**config.mk**
```make
export PLATFORM = sky130hd
export DESIGN_NAME = picosoc_gpio
export DESIGN_NICKNAME = d
export VERILOG_FILES = /design/src/rtl/picosoc_gpio.sv
export SDC_FILE = /design/constraint.sdc
export NUM_CORES = 1
export LEC_CHECK = 0
export CORE_MARGIN = 8
export CORE_UTILIZATION = 41
export DETAILED_ROUTE_END_ITERATION = 7
export PLACE_DENSITY = 0.78
export SYNTH_ARGS = -nofsm -noshare
export SYNTH_HDL_FRONTEND = slang
export SYNTH_SLANG_ARGS = --single-unit
export TNS_END_PERCENT = 100
```
**constraint.sdc**
```tcl
create_clock -name clk -period 5.5 [get_ports clk]
set_input_delay 1.1 -clock clk [delete_from_list [all_inputs] [get_ports clk]]
set_output_delay 1.1 -clock clk [all_outputs]
set_load 0.02 [all_outputs]
```
**src/rtl/picosoc_gpio.sv**
```systemverilog
// picosoc_gpio: WIDTH-pin GPIO for the PicoSoC iomem bus with per-bit output enable and synchronised inputs.
// Define PICOSOC_GPIO_IRQ_EN to build the per-bit edge-triggered interrupt logic (IRQ_EN/IRQ_EDGE/IRQ_STATUS).
module picosoc_gpio #(
    parameter int unsigned WIDTH       = 32,
    parameter logic [7:0]  BASE_ADDR   = 8'h03,
    parameter int unsigned SYNC_STAGES = 2
) (
    input  logic             clk,
    input  logic             reset,
    input  logic             iomem_valid,
    output logic             iomem_ready,
    input  logic [3:0]       iomem_wstrb,
    input  logic [31:0]      iomem_addr,
    input  logic [31:0]      iomem_wdata,
    output logic [31:0]      iomem_rdata,
    input  logic [WIDTH-1:0] gpio_in,
    output logic [WIDTH-1:0] gpio_out,
    output logic [WIDTH-1:0] gpio_oe,
    output logic             irq
);

    typedef enum logic [2:0] {
        REG_OUT        = 3'd0,
        REG_OE         = 3'd1,
        REG_IN         = 3'd2,
        REG_IRQ_EN     = 3'd3,
        REG_IRQ_EDGE   = 3'd4,
        REG_IRQ_STATUS = 3'd5,
        REG_RSVD6      = 3'd6,
        REG_RSVD7      = 3'd7
    } reg_idx_t;

    logic             sel;
    logic             is_write;
    reg_idx_t         idx;
    logic [31:0]      byte_mask;
    logic [WIDTH-1:0] wmask;
    logic [WIDTH-1:0] wbits;
    logic [31:0]      rd_value;
    logic [WIDTH-1:0] out_q;
    logic [WIDTH-1:0] oe_q;
    logic [WIDTH-1:0] in_q;
    logic [WIDTH-1:0] sync_q [SYNC_STAGES];

    // The !iomem_ready term blocks re-selection in the acknowledge cycle.
    assign sel       = iomem_valid && !iomem_ready && (iomem_addr[31:24] == BASE_ADDR);
    assign is_write  = |iomem_wstrb;
    assign idx       = reg_idx_t'(iomem_addr[4:2]);
    assign byte_mask = {{8{iomem_wstrb[3]}}, {8{iomem_wstrb[2]}},
                        {8{iomem_wstrb[1]}}, {8{iomem_wstrb[0]}}};
    assign wmask     = byte_mask[WIDTH-1:0];
    assign wbits     = iomem_wdata[WIDTH-1:0];

    logic unused_bits;
    assign unused_bits = ^{iomem_addr[23:5], iomem_addr[1:0], iomem_wdata, byte_mask};

    function automatic logic [WIDTH-1:0] merge(input logic [WIDTH-1:0] old_val);
        return (old_val & ~wmask) | (wbits & wmask);
    endfunction

    // NOTE: the synchroniser is a handful of flops, not a RAM, so every stage is reset.
    always_ff @(posedge clk or posedge reset) begin
        if (reset) begin
            for (int i = 0; i < SYNC_STAGES; i++) sync_q[i] <= '0;
        end else begin
            sync_q[0] <= gpio_in;
            for (int i = 1; i < SYNC_STAGES; i++) sync_q[i] <= sync_q[i-1];
        end
    end

    assign in_q = sync_q[SYNC_STAGES-1];

`ifdef PICOSOC_GPIO_IRQ_EN
    logic [WIDTH-1:0] irq_en_q;
    logic [WIDTH-1:0] irq_edge_q;
    logic [WIDTH-1:0] irq_status_q;
    logic [WIDTH-1:0] prev_q;
    logic [WIDTH-1:0] edges;
    logic [WIDTH-1:0] w1c;

    assign edges = (irq_edge_q & in_q & ~prev_q) | (~irq_edge_q & ~in_q & prev_q);
    assign w1c   = (sel && is_write && idx == REG_IRQ_STATUS) ? (wbits & wmask) : '0;
    assign irq   = |(irq_status_q & irq_en_q);

    always_ff @(posedge clk or posedge reset) begin
        if (reset) begin
            irq_en_q     <= '0;
            irq_edge_q   <= '0;
            irq_status_q <= '0;
            prev_q       <= '0;
        end else begin
            prev_q <= in_q;
            // OR-ing the new edges in after the clear makes a coincident set win.
            irq_status_q <= (irq_status_q & ~w1c) | (edges & irq_en_q);
            if (sel && is_write) begin
                if (idx == REG_IRQ_EN)   irq_en_q   <= merge(irq_en_q);
                if (idx == REG_IRQ_EDGE) irq_edge_q <= merge(irq_edge_q);
            end
        end
    end
`else
    assign irq = 1'b0;
`endif

    // NOTE: rd_value gets a default first so no path through the case infers a latch.
    always_comb begin
        rd_value = '0;
        case (idx)
            REG_OUT:        rd_value = 32'(out_q);
            REG_OE:         rd_value = 32'(oe_q);
            REG_IN:         rd_value = 32'(in_q);
`ifdef PICOSOC_GPIO_IRQ_EN
            REG_IRQ_EN:     rd_value = 32'(irq_en_q);
            REG_IRQ_EDGE:   rd_value = 32'(irq_edge_q);
            REG_IRQ_STATUS: rd_value = 32'(irq_status_q);
`endif
            default:        rd_value = '0;
        endcase
    end

    // NOTE: non-blocking assignments let rdata capture the pre-write register value on the same edge.
    always_ff @(posedge clk or posedge reset) begin
        if (reset) begin
            iomem_ready <= 1'b0;
            iomem_rdata <= '0;
            out_q       <= '0;
            oe_q        <= '0;
        end else begin
            iomem_ready <= sel;
            if (sel) begin
                iomem_rdata <= rd_value;
                if (is_write) begin
                    if (idx == REG_OUT) out_q <= merge(out_q);
                    if (idx == REG_OE)  oe_q  <= merge(oe_q);
                end
            end
        end
    end

    assign gpio_out = out_q;
    assign gpio_oe  = oe_q;

endmodule

```
==> results of run 1 <==
## metal layers
| layer | share of wire [%] | track usage [%] | vias up |
|---|---|---|---|
| li1 | - | - | 1782 |
| met1 | 40 | 18.9 | 2105 |
| met2 | 50 | 28.0 | 152 |
| met3 | 8.6 | 8.53 | 27 |
| met4 | 1.5 | 5.26 | 2 |
| met5 | 0.056 | 0 | - |
## synthesized netlist by cell type (all sizes together) (2+ instances only)
library cell and number:
o2bb2ai 17, a22o 32, clkbuf 11, nor4 9
mux2 64, or4bb 4, nand3b 15, mux2i 32
dfrtp 161, buf 14, or4b 4, o21ai 15
inv 2
## worst register-to-register path, cell delays in order (launching register included)
cell and delay (ns):
dfrtp_1 0.38, nand4b_1 0.19, buf_4 0.24, or3_1 0.74, buf_4 0.37, a22o_1 0.26
## metrics by stage
| stage | std cells | setup slack [ns] | cell area (um^2) |
|---|---|---|---|
| after CTS | 761 | 1.94 | 8640 |
| final | 761 | 1.96 | 8640 |
| after global routing | 761 | 1.89 | 8640 |
| after detailed placement | 729 | 1.52 | 8060 |
| after global placement | 729 | 1.58 | 8060 |
| after floorplan | 386 | 0.0517 | 6140 |
## layout by cell type, fill, tap and decap left out, types with 2 or more instances in the layout
master           instances
clkdlybuf4s50_1        176
dfrtp_1                161
mux2_2                  61
mux2i_1                 32
a22o_1                  32
o2bb2ai_1               17
clkbuf_16               17
nand3b_1                15
o21ai_0                 15
nor4_4                   9
buf_4                    6
or4bb_1                  4
clkinvlp_4               4
inv_6                    3
or4b_1                   3
mux2_1                   3
clkbuf_1                 3
bufinv_16                2
clkinv_4                 2
buf_2                    2
## kinds of logic (layout without fill, tap and decap cells)
group / Yosys count / after routing / share of synthesized area, %
buffers and inverters: 27 / 218 / 2.38
multiplexers: 96 / 96 / 17.0
other: 1 / 1 / 0.0611
AO/OA/AOI/OAI: 64 / 64 / 8.21
AND/OR/NAND/NOR: 37 / 37 / 6.77
flip-flops: 161 / 161 / 65.6
## power breakdown
group	leakage, nW	switching (mW)	internal, mW
sequential	2.10	0.00927	1.21
combinational	1.50	0.0741	0.0772
clock	0.270	0.470	0.683
total	3.87	0.553	1.97
## final timing paths
kind                                startpoint         endpoint  slack [ns]  cells after the start
worst max-delay path            iomem_addr[27]  iomem_rdata[18]        1.96                      5
worst min-delay path                sync_q[57]         in_q[25]        0.35                      0
worst max register to register     iomem_ready  iomem_rdata[18]        3.20                      5
worst min register to register      sync_q[57]         in_q[25]        0.35                      0
max in group asynchronous                reset   iomem_rdata[4]        3.16                      3
min in group asynchronous                reset        async pin        1.22                      2
## area by class of cell
type / instances / share of cell area, %
clock buffer: 21 / 5.21
clock inverter: 11 / 1.51
timing repair buffer: 184 / 21.0
tap: 184 / 2.66
multi-input combinational: 198 / 22.9
sequential: 161 / 46.6
inverter: 2 / 0.145
==> out/metrics.csv, run 1 <==
metric,value,unit
cts_setup_buffers,0,
min_period,3.54,ns
drt_iter0_drc,185,
final_layout_size_suffix_gt1_share,19.2,%
clock_skew,0.00820,ns
cp_slowest_stage_delay,0.91,ns
ctsHoldBuffers,0,
grt_max_degree,94,
cp_max_fo,17,
start_kind,input port,
syn_area,0.00614,mm^2
total_power,2.53,mW
synthToLayoutAreaGrowth,40.8,%
grtUsageTotal,17.0,%
cts_buffers,17,
path_buf_inv,2,
wl_per_cell,21.0,um
synth_largest_area_cell,dfrtp_1,
grt.overflow.total,0,
clkSlewWorstSetupHoldPaths,0.06,ns
cp_data_required_time,5.80,ns
crit_type,input port to register,
maxSlewHeadroom,33.4,%
synth_fp_nets,489,
synth_area_leaders,"dfrtp_1, mux2_2, mux2i_1, a22o_1, nor4_4",
post_cts_resize_count,0,
cts_tree,yes,
synth-seq-area-share,65.6,%
ctsRootBufferMaster,clkbuf_16,
cts_sinks,161,
dieHeight,138,um
path_delay_family,simple AND/OR/NAND/NOR gates,
gp_congestion,0.743,
grt_first_pass_wirelength,25500,um
core_area,0.0146,mm^2
fillers,1107,
die_x,138,um
num_io_pins,201,
hold_class,register to register,
clk_path_buf_depth,2,
worst-slew-pin-transition,0.999,ns
cp.arrival,3.84,ns
synth_seq_cells,161,
hold_viol_final,0,
async_flop_share,100,%
viasPerCell,5.35,
grt_pass1_vias,4566,
nets,667,
fin_crit_sh,64.3,%
endpoint_kind,register,
multiInputGateArea,0.00198,mm^2
cap_violations,0,
initial_core_util,42.1,%
wirelength,16000,um
syn_inst,386,
post-route-util,59.3,%
power_density,292,mW/mm^2
die_area,0.0191,mm^2
outcome,"finished, final reports clean",
synth_top_area_share,65.6,%
syn_avg_cell_area,15.9,um^2
p_leak,3.87,nW
setup_viol,0,
ff_latch_area,0.00403,mm^2
htreeDepth,4,
worstSkewPairLatency,0.42,ns
timing.fmax,283,MHz
yosys_warnings,0,
antenna_cells,0,
antenna_found_initial,1,
rows,44,
ir_drop,0.206,mV
port_buffers,178,
fin_tns_setup,0,ns
synthFlopType,dfrtp_1,
cp_cell_sequence,clkdlybuf4s50_1 > or4_1 > or3_1 > buf_4 > a22o_1,
vias,4068,
rsz0062_at_grt,no,
firstDrtPassIters,6,
drc,0,
place_hpwl,11200,um
maxSlewViolCount,0,
ant_nets,0,
timing.hold.ws,0.346,ns
slowest_stage,or4_1,
synth-edff-count,0,
ys_types,24,
No activity file was read; power rests on OpenSTA's default activity.
==> run 2: changes to the inputs <==
--- a/config.mk
+++ b/config.mk
@@ -6,9 +6,9 @@
 export NUM_CORES = 1
 export LEC_CHECK = 0
 export CORE_MARGIN = 8
-export CORE_UTILIZATION = 41
+export CORE_UTILIZATION = 46
 export DETAILED_ROUTE_END_ITERATION = 7
-export PLACE_DENSITY = 0.78
+export PLACE_DENSITY = 0.83
 export SYNTH_ARGS = -nofsm -noshare
 export SYNTH_HDL_FRONTEND = slang
 export SYNTH_SLANG_ARGS = --single-unit
==> constraint.sdc (replaced) <==
create_clock -name clk -period 3.6 [get_ports clk]
set_input_delay 0.72 -clock clk [delete_from_list [all_inputs] [get_ports clk]]
set_output_delay 0.72 -clock clk [all_outputs]
set_load 0.02 [all_outputs]
==> run 2 against run 1 <==
Net effect: sequential power grew 53%; non-clock buffer count up 11; largest cell class unchanged; sequential cell count unchanged; utilization increased by 7.3 points; via count hardly changed; hold slack about the same; sequential share of layout area shrank 0.51 points; first-iteration DRC count shrank 12%; final cell count up 0.39%; cell area rose by 1.1%; die area shrank 9.6%.
==> out/metrics.csv, run 2 (synthesized netlist as in run 1, its figures left out) <==
metric,value,unit
outcome,"finished, final reports clean",
start_kind,input port,
fin_tns_setup,0,ns
maxSlewHeadroom,35.0,%
cap_violations,0,
drt_iter0_drc,162,
cp.arrival,2.91,ns
ff2ff_path_depth,4,
synthToLayoutAreaGrowth,42.4,%
num_io_pins,201,
fillers,973,
multiInputGateArea,0.00198,mm^2
dieHeight,132,um
cts_tree,yes,
setup_viol,0,
place_hpwl,10900,um
port_buffers,178,
p_leak,3.94,nW
grt_pass1_vias,4683,
min_delay_worst_endpoint,in_q[28],
gp_congestion,0.760,
min_from,sync_q[60],
fin_crit_sh,72.4,%
firstDrtPassIters,4,
grt_max_degree,162,
crit_type,input port to register,
clock_skew,0.00553,ns
endpoint_kind,register,
timing.fmax,383,MHz
cp_data_required_time,3.90,ns
cts_buffers,17,
ctsRootBufferMaster,clkbuf_16,
core_area,0.0131,mm^2
antenna_found_initial,0,
worst-slew-pin-transition,0.975,ns
clk_path_buf_depth,2,
hold_class,register to register,
worstHoldPathCells,0,
min_period,2.61,ns
wirelength,15900,um
grt_first_pass_wirelength,25600,um
viasPerCell,5.32,
htreeDepth,4,
ctsHoldBuffers,0,
rsz0062_at_grt,no,
ant_nets,0,
total_power,3.88,mW
die_x,132,um
final_common_cell,clkdlybuf4s50_1,
final_cell_mix,"clkdlybuf4s50_1, dfrtp_1, mux2_2",
worstReg2RegStart,iomem_ready,
vias,4066,
hold_viol_final,0,
rrSetupSlack,1.56,ns
grtUsageTotal,18.8,%
die_area,0.0173,mm^2
drc,0,
nets,678,
cts_sinks,161,
clkSlewWorstSetupHoldPaths,0.06,ns
wl_per_cell,20.8,um
antenna_cells,0,
ir_drop,0.261,mV
final_layout_size_suffix_gt1_share,20.9,%
power_density,444,mW/mm^2
cp_max_fo,8,
rows,42,
maxSlewViolCount,0,
cts_setup_buffers,0,
worstSkewPairLatency,0.42,ns
initial_core_util,46.7,%
ff_latch_area,0.00403,mm^2
grt.overflow.total,0,
post_cts_resize_count,0,
[run 2: changes by cell type in the layout (fill, tap and decap cells not counted), sizes merged]
| cell | delta |
|---|---|
| buf | +11 |
| clkinv | +4 |
| inv | -3 |
| clkinvlp | -1 |
[run 2: cell type report]
type | count | share of cell area, %
sequential | 161 | 46.1
multi-input combinational | 198 | 22.6
timing repair buffer | 195 | 21.9
clock buffer | 21 | 5.27
tap | 176 | 2.52
clock inverter | 11 | 1.52
inverter | 2 | 0.129
[run 2: critical path, cell delays in order]
cell	delay (ns)
clkdlybuf4s50_1	0.39
or4_1	0.71
buf_4	0.27
nor4_4	0.21
buf_4	0.24
mux2_2	0.35
[run 2: through the flow]
stage          utilization, %  cells  setup slack, ns  hold WS (ns)  cell area [um^2]
3_3_place_gp             62.0    732            0.578         0.332              8150
5_1_grt                  66.5    764            0.909         0.352              8740
2_1_floorplan               -    386            0.837         0.331              6140
4_1_cts                  66.5    764            0.981         0.349              8740
3_5_place_dp             62.0    732            0.560         0.335              8150
6_report                 66.5    764            0.992         0.346              8740
[run 2: per-layer routing]
metal / wire (um) / up-vias / GRT usage [%] / part of all wire, %
li1: - / 1814 / - / -
met1: 6400 / 2047 / 21.2 / 40
met2: 7870 / 174 / 31.6 / 49
met3: 1260 / 31 / 7.05 / 7.9
met4: 368 / 0 / 7.85 / 2.3
met5: 0 / - / 0 / 0
[run 2: where the power goes]
group / switching [mW] / leakage [nW] / internal (mW)
registers: 0.0149 / 2.10 / 1.85
clock network: 0.716 / 0.283 / 1.06
logic: 0.115 / 1.56 / 0.120
[run 2: worst max-delay path by stage]
stage | startpoint | to | cells after the start
6_report | iomem_addr[27] | register | 6
5_1_grt | iomem_addr[27] | register | 4
3_5_place_dp | iomem_addr[27] | register | 4
3_3_place_gp | iomem_addr[27] | register | 4
4_1_cts | iomem_addr[27] | register | 4
2_1_floorplan | reset | async pin | 1
